--- src/rtl/i2c_pkg.sv ---
// Shared constants for the I2C front end and the downstream slave engine.
package i2c_pkg;

    localparam int   FILT_LEN_DEF    = 4;
    localparam int   TIMEOUT_CYC_DEF = 100000;
    localparam logic IDLE_LVL        = 1'b1;

    // Cycles after reset release before a filtered line is guaranteed to
    // have converged from IDLE_LVL to the real pin level.
    function automatic int settle_cycles(input int filt_len);
        return filt_len + 4;
    endfunction

endpackage

--- src/rtl/i2c_glitch_filter.sv ---
// Per-line conditioner: 2-flop synchroniser, persistence filter, registered
// level with one-cycle rise/fall strobes.
module i2c_glitch_filter
    import i2c_pkg::*;
#(
    parameter int FILT_LEN = FILT_LEN_DEF
) (
    input  logic i_clk,
    input  logic i_rst_n,
    input  logic i_raw,
    output logic o_level,
    output logic o_rise,
    output logic o_fall
);

    localparam logic [3:0] CNT_LAST = 4'(FILT_LEN - 1);

    logic       sync_p0;
    logic       sync_p1;
    logic       filt_p2;
    logic [3:0] cnt_p2;

    // Stage p0/p1: synchroniser
    always_ff @(posedge i_clk or negedge i_rst_n) begin
        if (!i_rst_n) begin
            sync_p0 <= IDLE_LVL;
            sync_p1 <= IDLE_LVL;
        end else begin
            sync_p0 <= i_raw;
            sync_p1 <= sync_p0;
        end
    end

    // Stage p2: level must persist FILT_LEN sync cycles before it is accepted
    always_ff @(posedge i_clk or negedge i_rst_n) begin
        if (!i_rst_n) begin
            filt_p2 <= IDLE_LVL;
            cnt_p2  <= 4'd0;
        end else if (sync_p1 == filt_p2) begin
            cnt_p2  <= 4'd0;
        end else if (cnt_p2 == CNT_LAST) begin
            filt_p2 <= sync_p1;
            cnt_p2  <= 4'd0;
        end else begin
            cnt_p2  <= cnt_p2 + 4'd1;
        end
    end

    // Stage p3: registered level and strobes change on the same edge
    always_ff @(posedge i_clk or negedge i_rst_n) begin
        if (!i_rst_n) begin
            o_level <= IDLE_LVL;
            o_rise  <= 1'b0;
            o_fall  <= 1'b0;
        end else begin
            o_level <= filt_p2;
            o_rise  <= filt_p2 & ~o_level;
            o_fall  <= ~filt_p2 & o_level;
        end
    end

endmodule

--- src/rtl/i2c_bus_filter.sv ---
// I2C bus front end: filtered SCL/SDA, edge strobes, START/STOP and busy.
// Optional SCL-low timeout is built only when I2C_BUS_TIMEOUT_EN is defined.
module i2c_bus_filter
    import i2c_pkg::*;
#(
    parameter int FILT_LEN    = FILT_LEN_DEF,
    parameter int TIMEOUT_CYC = TIMEOUT_CYC_DEF
) (
    input  logic i_clk,
    input  logic i_rst_n,
    input  logic i_scl,
    input  logic i_sda,
    output logic o_scl,
    output logic o_sda,
    output logic o_scl_rise,
    output logic o_scl_fall,
    output logic o_start,
    output logic o_stop,
    output logic o_busy,
    output logic o_timeout
);

    localparam logic [4:0] SETTLE = 5'(settle_cycles(FILT_LEN));

    logic       sda_rise;
    logic       sda_fall;
    logic [4:0] settle_cnt;
    logic       armed;
    logic       scl_quiet;
    logic       start_det;
    logic       stop_det;
    logic       to_fire;
    logic       busy;

    i2c_glitch_filter #(.FILT_LEN(FILT_LEN)) u_scl_filt (
        .i_clk   (i_clk),
        .i_rst_n (i_rst_n),
        .i_raw   (i_scl),
        .o_level (o_scl),
        .o_rise  (o_scl_rise),
        .o_fall  (o_scl_fall)
    );

    i2c_glitch_filter #(.FILT_LEN(FILT_LEN)) u_sda_filt (
        .i_clk   (i_clk),
        .i_rst_n (i_rst_n),
        .i_raw   (i_sda),
        .o_level (o_sda),
        .o_rise  (sda_rise),
        .o_fall  (sda_fall)
    );

    // Edges produced while the filters converge from the idle reset level are
    // not bus conditions, so START/STOP stay disarmed until that has passed.
    always_ff @(posedge i_clk or negedge i_rst_n) begin
        if (!i_rst_n) begin
            settle_cnt <= 5'd0;
        end else if (!armed) begin
            settle_cnt <= settle_cnt + 5'd1;
        end
    end

    always_comb begin
        armed     = (settle_cnt == SETTLE);
        scl_quiet = o_scl & ~o_scl_rise & ~o_scl_fall;
        start_det = armed & scl_quiet & sda_fall;
        stop_det  = armed & scl_quiet & sda_rise;
    end

    always_ff @(posedge i_clk or negedge i_rst_n) begin
        if (!i_rst_n) begin
            busy <= 1'b0;
        end else if (to_fire) begin
            busy <= 1'b0;
        end else if (start_det) begin
            busy <= 1'b1;
        end else if (stop_det) begin
            busy <= 1'b0;
        end
    end

`ifdef I2C_BUS_TIMEOUT_EN
    localparam int                TO_W    = $clog2(TIMEOUT_CYC + 1);
    localparam logic [TO_W-1:0]   TO_LAST = TO_W'(TIMEOUT_CYC - 1);

    logic [TO_W-1:0] to_cnt;
    logic            to_hold;
    logic            timeout_q;

    // Fires on the TIMEOUT_CYC-th consecutive busy SCL-low cycle; the hold
    // flag blocks any further pulse until SCL is seen high again.
    assign to_fire = busy & ~o_scl & ~to_hold & (to_cnt == TO_LAST);

    always_ff @(posedge i_clk or negedge i_rst_n) begin
        if (!i_rst_n) begin
            to_cnt    <= '0;
            to_hold   <= 1'b0;
            timeout_q <= 1'b0;
        end else begin
            timeout_q <= to_fire;
            if (o_scl || !busy || to_fire) begin
                to_cnt <= '0;
            end else begin
                to_cnt <= to_cnt + 1'b1;
            end
            if (o_scl) begin
                to_hold <= 1'b0;
            end else if (to_fire) begin
                to_hold <= 1'b1;
            end
        end
    end

    assign o_timeout = timeout_q;
`else
    logic unused_to_cfg;

    assign unused_to_cfg = (TIMEOUT_CYC > 0);
    assign to_fire       = 1'b0;
    assign o_timeout     = 1'b0;
`endif

    assign o_start = start_det;
    assign o_stop  = stop_det;
    assign o_busy  = busy;

endmodule

--- config.mk ---
export PLATFORM = sky130hd
export DESIGN_NAME = i2c_bus_filter
export DESIGN_NICKNAME = d
export VERILOG_FILES = /design/src/rtl/i2c_pkg.sv /design/src/rtl/i2c_glitch_filter.sv /design/src/rtl/i2c_bus_filter.sv
export SDC_FILE = /design/constraint.sdc
export NUM_CORES = 1
export LEC_CHECK = 0
export ABC_AREA = 1
export BUFFER_PORTS_ARGS = -buffer_cell sky130_fd_sc_hd__buf_2
export CAP_MARGIN = 20
export CORE_MARGIN = 5
export CORE_UTILIZATION = 30
export DETAILED_ROUTE_END_ITERATION = 16
export SKIP_LAST_GASP = 1
export SLEW_MARGIN = 15
export SYNTH_ARGS = -nofsm -noshare
export SYNTH_HDL_FRONTEND = slang
export SYNTH_SLANG_ARGS = --single-unit
--- constraint.sdc ---
create_clock -name i_clk -period 1.1 [get_ports i_clk]
set_input_delay 0.22 -clock i_clk [delete_from_list [all_inputs] [get_ports i_clk]]
set_output_delay 0.22 -clock i_clk [all_outputs]
set_load 0.01 [all_outputs]
======== Word level (Yosys, flattened, before mapping) ========
Cells that the tools add are included.
word-level totals
  register bits after elaboration ......... 26
  input bits .............................. 4
  output and inout bits ................... 8
operators by class
  add/subtract/negate cells ............... 3
  equality and inequality tests ........... 5
  muxes and demuxes ....................... 6
  bitwise gates (word level) .............. 17
  reduce and logical (&&, ||, !) cells .... 3
operators by type and width
  operator                                              count
  2-to-1 mux 4 bit                                      4
  AND 1 bit                                             9
  adder 4 x 1 -> 4 bit (second input constant)          2
  equality test 4 x 2 -> 1 bit (second input constant)  2
  inverter 1 bit                                        8
  adder 5 x 1 -> 5 bit (second input constant)          1
  equality test 5 x 4 -> 1 bit (second input constant)  1
  AND reduction 2 bit                                   2
  equality test 1 bit                                   2
  2-to-1 mux 1 bit                                      2
  nonzero test 2 bit                                    1

======== Depth between registers and ports, before layout ========
Gate-level depths: netlist of the first run.
  depth in word-level cells ............... 7
  mapped depth ............................ 7
  gate-level depth less buffers ........... 7

======== Hierarchy ========
Synthesis of the first run repeated with hierarchy kept, for this count alone.
second synthesis, totals
  cells, all modules ...................... 105
  area total of the unflattened synthesis .. 1,077.3 µm²
by module, submodules not included
  module             instances  cells an instance  area an instance (µm²)  seq. area each (µm²)
  i2c_glitch_filter  2          34                 375.4                   255.2
  i2c_bus_filter     1          37                 326.6                   150.1

======== Worst setup path before layout of the first run ========
OpenSTA, ideal clock, no wires.
  path type ............................... register -> output
  start point ............................. register settle_cnt[0]
  end point ............................... output o_start
  arrival time ............................ 1.030 ns
  data required time ...................... 0.880 ns
  slack ................................... -0.150 ns
  stages on the path, launching flop included .. 7
  cell sequence ........................... dfrtp_1 inv_1 ha_1 nand2_2 nor2_4 nand3_1 inv_1
between the ends
  cells in the longest elaborated chain, start to end .. 3
RTL lines
  what                          line                  RTL
  start: declaration            i2c_bus_filter.sv:27  logic [4:0] settle_cnt;
  start signal: assignment      i2c_bus_filter.sv:59  settle_cnt <= settle_cnt + 5'd1;
  equality test 5 x 4 -> 1 bit  i2c_bus_filter.sv:64  armed = (settle_cnt == SETTLE);
  AND 1 bit (2 in series)       i2c_bus_filter.sv:66  start_det = armed & scl_quiet & sda_fall;
  end: declaration              i2c_bus_filter.sv:17  output logic o_start,
Every way passes these cells.

======== Worst setup path after layout of the first run ========
  start point ............................. register settle_cnt[0]
  end point ............................... output o_stop
between the ends
  cells in the longest elaborated chain, start to end .. 3
RTL lines
  what                          line                  RTL
  equality test 5 x 4 -> 1 bit  i2c_bus_filter.sv:64
  AND 1 bit (2 in series)       i2c_bus_filter.sv:67  stop_det = armed & scl_quiet & sda_rise;
  end: declaration              i2c_bus_filter.sv:18  output logic o_stop,
Every way passes these cells.

==> results of run 1 <==
[cell families after synthesis]
kind of cell	share of synthesized area [%]
simple gates	17.7
flops	63.8
buf+inv	5.44
xor+xnor	5.93
compound gates	1.93
fa+ha+maj	4.84
other cells	0.362
[worst paths after layout]
| check | startpoint | to | cells after the start |
|---|---|---|---|
| min in group asynchronous | i_rst_n | u_scl_filt.cnt_p2[1] | 2 |
| max reg2reg | settle_cnt[0] | o_busy | 9 |
| max in group asynchronous | i_rst_n | u_scl_filt.sync_p0 | 2 |
| min reg2reg | u_scl_filt.sync_p0 | u_scl_filt.sync_p1 | 0 |
| max | settle_cnt[0] | o_stop | 7 |
| min | u_scl_filt.sync_p0 | u_scl_filt.sync_p1 | 0 |
[state kept, by name, summed over array words and instances, names as in the netlist]
register and cells:
u_sda_filt.o_level 1, u_scl_filt.o_rise 1, u_sda_filt.sync_p1 1, u_scl_filt.o_level 1, o_busy 1, u_scl_filt.o_fall 1, u_scl_filt.filt_p2 1, u_sda_filt.sync_p0 1
u_scl_filt.cnt_p2 4, u_sda_filt.cnt_p2 4, u_scl_filt.sync_p1 1, settle_cnt 5, u_sda_filt.o_rise 1, u_sda_filt.o_fall 1, u_scl_filt.sync_p0 1, u_sda_filt.filt_p2 1
[worst max-delay path, delay by kind of cell (launching register included)]
kind / cells / cell delay [ns]
flip-flops: 1 / 0.42
buffers and inverters: 3 / 0.24
adder cells (fa/ha/maj): 1 / 0.14
AND/OR/NAND/NOR: 3 / 0.28
[metrics by stage]
stage          cell area (sq um)  utilization [%]  hold slack [ns]  setup TNS [ns]
3_3_place_gp                1230             36.8            0.237          -0.285
3_5_place_dp                1230             36.8            0.240          -0.444
6_report                    1440             43.2            0.364           -1.64
5_1_grt                     1440             43.2            0.372           -2.26
2_1_floorplan               1050                -          -0.0756          -0.142
4_1_cts                     1370             40.9            0.365           -1.60
[synth_stat cells (all sizes together)]
library cell and n:
dfrtp 18, nor2 15, nand2 14, inv 13
dfstp 8, nand3 8, ha 4, xor2 4
xnor2 3, a21oi 2, and3 2, o21ai 2
buf 1, conb 1, or2 1
[cell usage in the layout, fill, tap and decap left out]
cell,n
sky130_fd_sc_hd__buf_6,5
sky130_fd_sc_hd__dfstp_2,8
sky130_fd_sc_hd__nand3_1,4
sky130_fd_sc_hd__nand2_1,10
sky130_fd_sc_hd__xnor2_1,3
sky130_fd_sc_hd__nand2_2,3
sky130_fd_sc_hd__nor2_1,11
sky130_fd_sc_hd__buf_4,20
sky130_fd_sc_hd__buf_2,6
sky130_fd_sc_hd__clkbuf_4,3
sky130_fd_sc_hd__ha_1,2
sky130_fd_sc_hd__clkbuf_1,1
sky130_fd_sc_hd__nor2_2,2
sky130_fd_sc_hd__xor2_1,4
sky130_fd_sc_hd__and3_1,2
sky130_fd_sc_hd__nand2_4,1
sky130_fd_sc_hd__inv_2,4
sky130_fd_sc_hd__ha_4,2
sky130_fd_sc_hd__nor2_4,2
sky130_fd_sc_hd__o21ai_0,2
sky130_fd_sc_hd__dfrtp_1,18
sky130_fd_sc_hd__a21oi_1,2
sky130_fd_sc_hd__inv_1,9
sky130_fd_sc_hd__dlygate4sd3_1,3
sky130_fd_sc_hd__or2_0,1
sky130_fd_sc_hd__nand3_2,4
sky130_fd_sc_hd__conb_1,1
[layer usage]
metal  share of wire [%]  wire (um)  global-route usage (%)
met1                  41        732                    8.04
met2                  52        925                    16.6
met3                 5.8        103                    3.89
met4                 1.2         21                    1.95
met5                   0          0                       0
[what timing repair did]
| item | CTS | global route |
|---|---|---|
| endpoints found under the setup margin | 9 | 17 |
| buffers inserted | 6 | 7 |
| endpoints found under the hold margin | 20 | 0 |
| gates resized for setup | 8 | 9 |
| hold buffers | 3 | 0 |
| pin swaps | 6 | 8 |
[report_power, final]
group	leakage, nW	internal (mW)	switching, mW
registers	0.319	1.25	0.182
clock network	0.0150	0.142	0.250
logic	0.369	0.492	0.439
total	0.703	1.89	0.871
[area by class of cell]
type	count	area, sq um
fill	333	1890
clock buffer	4	26.3
tap	46	57.6
timing repair buffer	34	267
inverter	13	48.8
multi-input combinational	56	383
sequential	26	661
==> flow_summary.html, run 1 <==
<table>
<tr><th>Metric</th><th>Value</th></tr>
<tr><th colspan="2">Synth</th></tr>
<tr><td>Largest cells by area after synthesis</td><td>sky130_fd_sc_hd__dfrtp_1 44%, sky130_fd_sc_hd__dfstp_2 20%, sky130_fd_sc_hd__nor2_1 5.1%</td></tr>
<tr><td>Library cell occupying the most area in the post-synthesis netlist</td><td>sky130_fd_sc_hd__dfrtp_1</td></tr>
<tr><td>Mean area per synthesized cell</td><td>10.8 sq um</td></tr>
<tr><td>Proportion of netlist area held by the largest area contributor</td><td>43.5%</td></tr>
<tr><td>Sequential element share of the synthesized area</td><td>63.8%</td></tr>
<tr><td>Synth Net Count</td><td>104</td></tr>
<tr><td>Number of library cell types mapped by synthesis</td><td>18</td></tr>
<tr><td>Synthesis-stage register bit count</td><td>26</td></tr>
<tr><td>Synth warnings</td><td>0</td></tr>
<tr><td>Synthesized netlist cell count</td><td>96</td></tr>
<tr><td>Cell area after technology mapping</td><td>1030 sq um</td></tr>
<tr><th colspan="2">Final layout</th></tr>
<tr><td>Count of placed standard cells in the final layout, fillers left out</td><td>179</td></tr>
<tr><td>Total inserted antenna cells</td><td>0</td></tr>
<tr><td>Layout-stage area growth over the synthesis result</td><td>39.4%</td></tr>
<tr><td>Final #Nets</td><td>142</td></tr>
<tr><td>Share of layout cells above drive strength 1</td><td>45.1%</td></tr>
<tr><th colspan="2">Placed design</th></tr>
<tr><td>Routability Congestion</td><td>0.665</td></tr>
<tr><td>Placed Instances</td><td>161</td></tr>
<tr><td># port buffers</td><td>10</td></tr>
<tr><td>Half-perimeter wire length after detailed placement</td><td>1240 um</td></tr>
<tr><td>Worst slack at placement</td><td>-0.179 ns</td></tr>
<tr><th colspan="2">Floorplanning</th></tr>
<tr><td>Die Outline Area</td><td>4720 sq um</td></tr>
<tr><td>Total I/O pin count</td><td>12</td></tr>
<tr><td>Die X-Extent</td><td>68.7 um</td></tr>
<tr><td>Standard cell core area</td><td>3340 sq um</td></tr>
<tr><td>Die span in y</td><td>68.7 um</td></tr>
<tr><td>Placement Rows</td><td>21</td></tr>
<tr><td>Initial cell density of the core</td><td>31.0%</td></tr>
<tr><th colspan="2">STA</th></tr>
<tr><td>F_max</td><td>622 MHz</td></tr>
<tr><td>Share of the clock period used by the worst path after layout</td><td>146%</td></tr>
<tr><td>Shortest period the worst path allows</td><td>1.61 ns</td></tr>
<tr><td>Worst setup slack after layout</td><td>-0.508 ns</td></tr>
<tr><td>Number of pins exceeding their max-slew limit in the final report</td><td>0</td></tr>
<tr><td>Maximum clock skew at final layout</td><td>0.0124 ns</td></tr>
<tr><td>Headroom to the max-slew limit</td><td>63.2%</td></tr>
<tr><td>Unrepaired setup endpoints after global routing</td><td>yes</td></tr>
<tr><td>Transition at the pin with the smallest max-transition slack</td><td>0.553 ns</td></tr>
<tr><td>Final hold vios</td><td>0</td></tr>
<tr><td>Final setup violation count</td><td>9</td></tr>
<tr><th colspan="2">Clocking</th></tr>
<tr><td>TritonCTS clock tree</td><td>done</td></tr>
<tr><td>Post-CTS clock slew at the launch and capture registers of the worst setup and hold paths</td><td>0.13 ns</td></tr>
<tr><td>Total number of clock tree sinks</td><td>26</td></tr>
<tr><td>Clock Path Buffers</td><td>2</td></tr>
<tr><td>Max H-tree Level</td><td>1</td></tr>
<tr><td>Clock buffers created by TritonCTS</td><td>3</td></tr>
<tr><td>Clock latency of the later-clocked register in the worst-skew pair</td><td>0.31 ns</td></tr>
<tr><td>Buffer cell driving the clock tree root</td><td>sky130_fd_sc_hd__clkbuf_4</td></tr>
<tr><th colspan="2">Drt</th></tr>
<tr><td>First-pass iteration count of the detailed router</td><td>4</td></tr>
<tr><td>Remaining routing DRC violations</td><td>0</td></tr>
<tr><td>Remaining number of nets flagged by the antenna check after routing</td><td>0</td></tr>
<tr><td>Vias after detailed routing</td><td>721</td></tr>
<tr><td>Avg Vias per Cell</td><td>4.03</td></tr>
<tr><td>First DRT Iteration DRCs</td><td>19</td></tr>
<tr><td>Detail-routed net length per standard cell</td><td>9.96 um</td></tr>
<tr><td>Final WL</td><td>1780 um</td></tr>
<tr><th colspan="2">Setup path</th></tr>
<tr><td>Top fanout value on the critical path</td><td>3</td></tr>
<tr><td>Critical Path, Cell by Cell</td><td>inv_2, ha_4, nand2_4, nor2_4, nand3_2, inv_2, buf_6</td></tr>
<tr><td>Critical Path Most Common Cell</td><td>sky130_fd_sc_hd__inv_2</td></tr>
<tr><td>Required time of the worst setup path</td><td>0.88 ns</td></tr>
<tr><td>Crit. End Element</td><td>output port</td></tr>
<tr><td>Crit path max-delay cell type</td><td>sky130_fd_sc_hd__dfrtp_1</td></tr>
<tr><td>Arr. time, crit path</td><td>1.39 ns</td></tr>
<tr><td>Crit-path max cell delay</td><td>0.42 ns</td></tr>
<tr><td>Setup slack of the worst register-to-register path</td><td>-0.25 ns</td></tr>
<tr><td>Startpoint-to-endpoint class of the critical path</td><td>reg2out</td></tr>
<tr><td>CP startpoint kind</td><td>register</td></tr>
<tr><th colspan="2">GRT</th></tr>
<tr><td>Vias in the first global route</td><td>717</td></tr>
<tr><td>Pin count of the biggest net entering global routing</td><td>27</td></tr>
<tr><td>Global-route usage over all layers</td><td>8.53%</td></tr>
<tr><td>Wire length of the first global-routing pass</td><td>2940 um</td></tr>
<tr><td>Antenna violations before repair</td><td>0</td></tr>
<tr><td>GR Overflow Total</td><td>0</td></tr>
<tr><th colspan="2">Run</th></tr>
<tr><td>Max cap viols</td><td>0</td></tr>
<tr><th colspan="2">Worst hold path</th></tr>
<tr><td>Worst hold path class</td><td>reg2reg</td></tr>
<tr><th colspan="2">Power and ir drop</th></tr>
<tr><td>VDD IR-drop max</td><td>0.765 mV</td></tr>
<tr><td>Overall power after layout</td><td>2.76 mW</td></tr>
<tr><td>Leakage power total</td><td>0.703 nW</td></tr>
<tr><td>Power density of the placed cells</td><td>1910 nW/um^2</td></tr>
<tr><th colspan="2">Status</th></tr>
<tr><td>Failing checks</td><td>negative setup slack</td></tr>
<tr><td>Outcome</td><td>finished, violations left</td></tr>
</table>
No activity file was read; power rests on OpenSTA's default activity.
==> inputs of run 2 (changes only) <==
- CAP_MARGIN: 20 -> 10
- CORE_MARGIN: 5 -> 1.5
- clock period: 1.1 -> 1.4 ns (I/O delays scaled with it)
==> flow_summary.html, run 2 (synthesized netlist as in run 1, its figures left out) <==
<table>
<tr><th>Metric</th><th>Value</th></tr>
<tr><th colspan="2">Status</th></tr>
<tr><td>Outcome</td><td>finished, violations left</td></tr>
<tr><td>Failing checks</td><td>negative setup slack</td></tr>
<tr><th colspan="2">Worst hold path</th></tr>
<tr><td>Startpoint of the lowest-slack hold path</td><td>i_sda</td></tr>
<tr><td>Worst hold path class</td><td>in2reg</td></tr>
<tr><td>Worst hold path stage count</td><td>1</td></tr>
<tr><th colspan="2">GRT</th></tr>
<tr><td>GR Overflow Total</td><td>0</td></tr>
<tr><td>Antenna violations before repair</td><td>0</td></tr>
<tr><td>Global-route usage over all layers</td><td>10.2%</td></tr>
<tr><td>Pin count of the biggest net entering global routing</td><td>27</td></tr>
<tr><td>Vias in the first global route</td><td>653</td></tr>
<tr><td>Wire length of the first global-routing pass</td><td>2730 um</td></tr>
<tr><th colspan="2">Final layout</th></tr>
<tr><td>Share of layout cells above drive strength 1</td><td>32.8%</td></tr>
<tr><td>Total inserted antenna cells</td><td>0</td></tr>
<tr><td>Layout Utilization</td><td>38.8%</td></tr>
<tr><td>Layout-stage area growth over the synthesis result</td><td>24.1%</td></tr>
<tr><td>Final design area excluding fillers</td><td>1280 sq um</td></tr>
<tr><td>Max reg flops</td><td>5</td></tr>
<tr><td>Largest register by flop count</td><td>settle_cnt</td></tr>
<tr><td>Largest registers ranked by flip-flop count</td><td>settle_cnt: 5 flops, u_scl_filt.cnt_p2: 4 flops, u_sda_filt.cnt_p2: 4 flops</td></tr>
<tr><td>Final #Nets</td><td>128</td></tr>
<tr><td>Commonest cells after routing, fill and taps aside</td><td>18 x sky130_fd_sc_hd__dfrtp_1, 13 x sky130_fd_sc_hd__nor2_1, 13 x sky130_fd_sc_hd__nand2_1</td></tr>
<tr><td>Commonest non-fill, non-tap cell in the layout</td><td>sky130_fd_sc_hd__dfrtp_1</td></tr>
<tr><td>Total of fill cells in the finished design</td><td>344</td></tr>
<tr><th colspan="2">Placed design</th></tr>
<tr><td>Half-perimeter wire length after detailed placement</td><td>1090 um</td></tr>
<tr><td>Routability Congestion</td><td>0.710</td></tr>
<tr><td>Placed Instance Area</td><td>1140 sq um</td></tr>
<tr><td>Worst slack at placement</td><td>0.00138 ns</td></tr>
<tr><td># port buffers</td><td>10</td></tr>
<tr><th colspan="2">Drt</th></tr>
<tr><td>Final WL</td><td>1530 um</td></tr>
<tr><td>Met3 WL</td><td>64 um</td></tr>
<tr><td>Remaining number of nets flagged by the antenna check after routing</td><td>0</td></tr>
<tr><td>First DRT Iteration DRCs</td><td>24</td></tr>
<tr><td>Detail-routed net length per standard cell</td><td>9.25 um</td></tr>
<tr><td>Vias after detailed routing</td><td>658</td></tr>
<tr><td>Avg Vias per Cell</td><td>3.99</td></tr>
<tr><td>Routed length on met2</td><td>759 um</td></tr>
<tr><td>Remaining routing DRC violations</td><td>0</td></tr>
<tr><td>Detailed-route wire length on metal 1</td><td>687 um</td></tr>
<tr><td>Uppermost routed layer</td><td>met4</td></tr>
<tr><td>First-pass iteration count of the detailed router</td><td>3</td></tr>
<tr><th colspan="2">Setup path</th></tr>
<tr><td>Cell depth of the worst flop-to-flop path</td><td>5</td></tr>
<tr><td>Crit. End Element</td><td>output port</td></tr>
<tr><td>Required time of the worst setup path</td><td>1.12 ns</td></tr>
<tr><td>Startpoint-to-endpoint class of the critical path</td><td>reg2out</td></tr>
<tr><td>Arr. time, crit path</td><td>1.37 ns</td></tr>
<tr><td>Top fanout value on the critical path</td><td>3</td></tr>
<tr><td>CP startpoint kind</td><td>register</td></tr>
<tr><td>Critical path startpoint</td><td>settle_cnt[1]</td></tr>
<tr><td>Launch instance of the worst register-to-register path</td><td>settle_cnt[0]</td></tr>
<tr><th colspan="2">Power and ir drop</th></tr>
<tr><td>Leakage power total</td><td>0.643 nW</td></tr>
<tr><td>Overall power after layout</td><td>2.03 mW</td></tr>
<tr><td>Power density of the placed cells</td><td>1580 nW/um^2</td></tr>
<tr><td>VDD IR-drop max</td><td>0.500 mV</td></tr>
<tr><th colspan="2">Clocking</th></tr>
<tr><td>Total number of clock tree sinks</td><td>26</td></tr>
<tr><td>Clock latency of the later-clocked register in the worst-skew pair</td><td>0.32 ns</td></tr>
<tr><td>Post-CTS clock slew at the launch and capture registers of the worst setup and hold paths</td><td>0.13 ns</td></tr>
<tr><td>Clock Path Buffers</td><td>2</td></tr>
<tr><td>Max H-tree Level</td><td>1</td></tr>
<tr><td>Clock buffers created by TritonCTS</td><td>3</td></tr>
<tr><td>Buffer cell driving the clock tree root</td><td>sky130_fd_sc_hd__clkbuf_4</td></tr>
<tr><td>TritonCTS clock tree</td><td>done</td></tr>
<tr><th colspan="2">STA</th></tr>
<tr><td>Worst setup slack after layout</td><td>-0.246 ns</td></tr>
<tr><td>Unrepaired setup endpoints after global routing</td><td>yes</td></tr>
<tr><td>Transition at the pin with the smallest max-transition slack</td><td>0.559 ns</td></tr>
<tr><td>Worst hold slack after final layout</td><td>0.0527 ns</td></tr>
<tr><td>Share of the clock period used by the worst path after layout</td><td>118%</td></tr>
<tr><td>Final setup violation count</td><td>2</td></tr>
<tr><td>Headroom to the max-slew limit</td><td>62.8%</td></tr>
<tr><td>Number of pins exceeding their max-slew limit in the final report</td><td>0</td></tr>
<tr><td>Shortest period the worst path allows</td><td>1.65 ns</td></tr>
<tr><td>Maximum clock skew at final layout</td><td>0.0101 ns</td></tr>
<tr><td>Final hold vios</td><td>0</td></tr>
<tr><td>F_max</td><td>608 MHz</td></tr>
<tr><th colspan="2">Floorplanning</th></tr>
<tr><td>Initial cell density of the core</td><td>31.3%</td></tr>
<tr><td>Die span in y</td><td>61.7 um</td></tr>
<tr><td>Placement Rows</td><td>21</td></tr>
<tr><td>Total I/O pin count</td><td>12</td></tr>
<tr><td>Die Outline Area</td><td>3810 sq um</td></tr>
<tr><td>Standard cell core area</td><td>3310 sq um</td></tr>
<tr><td>Die X-Extent</td><td>61.7 um</td></tr>
<tr><th colspan="2">Run</th></tr>
<tr><td>Max cap viols</td><td>0</td></tr>
</table>
==> run 2: report_power, final <==
group          leakage, nW  switching (mW)  internal, mW
clock               0.0210           0.204         0.159
combinational        0.303           0.274         0.265
sequential           0.319           0.145         0.985
total                0.643           0.624          1.41
==> run 2: area by class of cell <==
class | count | area (sq um) | share of cell area (%)
clock buffers | 4 | 36.3 | 2.83
well taps | 46 | 57.6 | 4.48
flip-flops and latches | 26 | 661 | 51.5
multi-input cells | 56 | 343 | 26.7
inverters | 13 | 48.8 | 3.80
repair buffers | 20 | 138 | 10.7
==> run 2: through the flow <==
stage               std cells  setup TNS (ns)
floorplan                  96               0
global placement          152               0
detailed placement        152               0
CTS                       162          -0.515
global route              165          -0.678
finish                    165          -0.485
==> run 2: path summary, 6_finish.rpt <==
check / endpoint / slack [ns]
setup / recovery: o_stop / -0.25
hold / removal: u_sda_filt.sync_p0 / 0.05
setup reg to reg: settle_cnt[2] / 0.10
hold reg to reg: u_scl_filt.sync_p1 / 0.36
max in group asynchronous: u_sda_filt.sync_p0 / 0.55
min in group asynchronous: u_scl_filt.cnt_p2[1] / 0.46
==> run 2: timing repair <==
| action | in CTS | in global routing |
|---|---|---|
| gates resized for setup | 6 | 3 |
| endpoints found under the hold margin | 18 | 0 |
| setup endpoints to repair | 2 | 3 |
| setup buffers | 5 | 3 |
| pin swaps | 3 | 0 |
| hold buffers | 1 | 0 |
==> run 2: routing by layer <==
| layer | track usage (%) | vias up |
|---|---|---|
| li1 | - | 336 |
| met3 | 4.35 | 2 |
| met4 | 3.65 | 0 |
| met1 | 11.2 | 309 |
| met2 | 17.4 | 11 |
| met5 | 0 | - |
==> run 2: critical path, cell delays in order (launching register included) <==
cell and delay, ns:
sky130_fd_sc_hd__dfrtp_1 0.42, sky130_fd_sc_hd__inv_2 0.08, sky130_fd_sc_hd__ha_4 0.13, sky130_fd_sc_hd__nand2_2 0.06
sky130_fd_sc_hd__nor2_4 0.11, sky130_fd_sc_hd__nand3_2 0.08, sky130_fd_sc_hd__inv_1 0.06, sky130_fd_sc_hd__buf_2 0.12
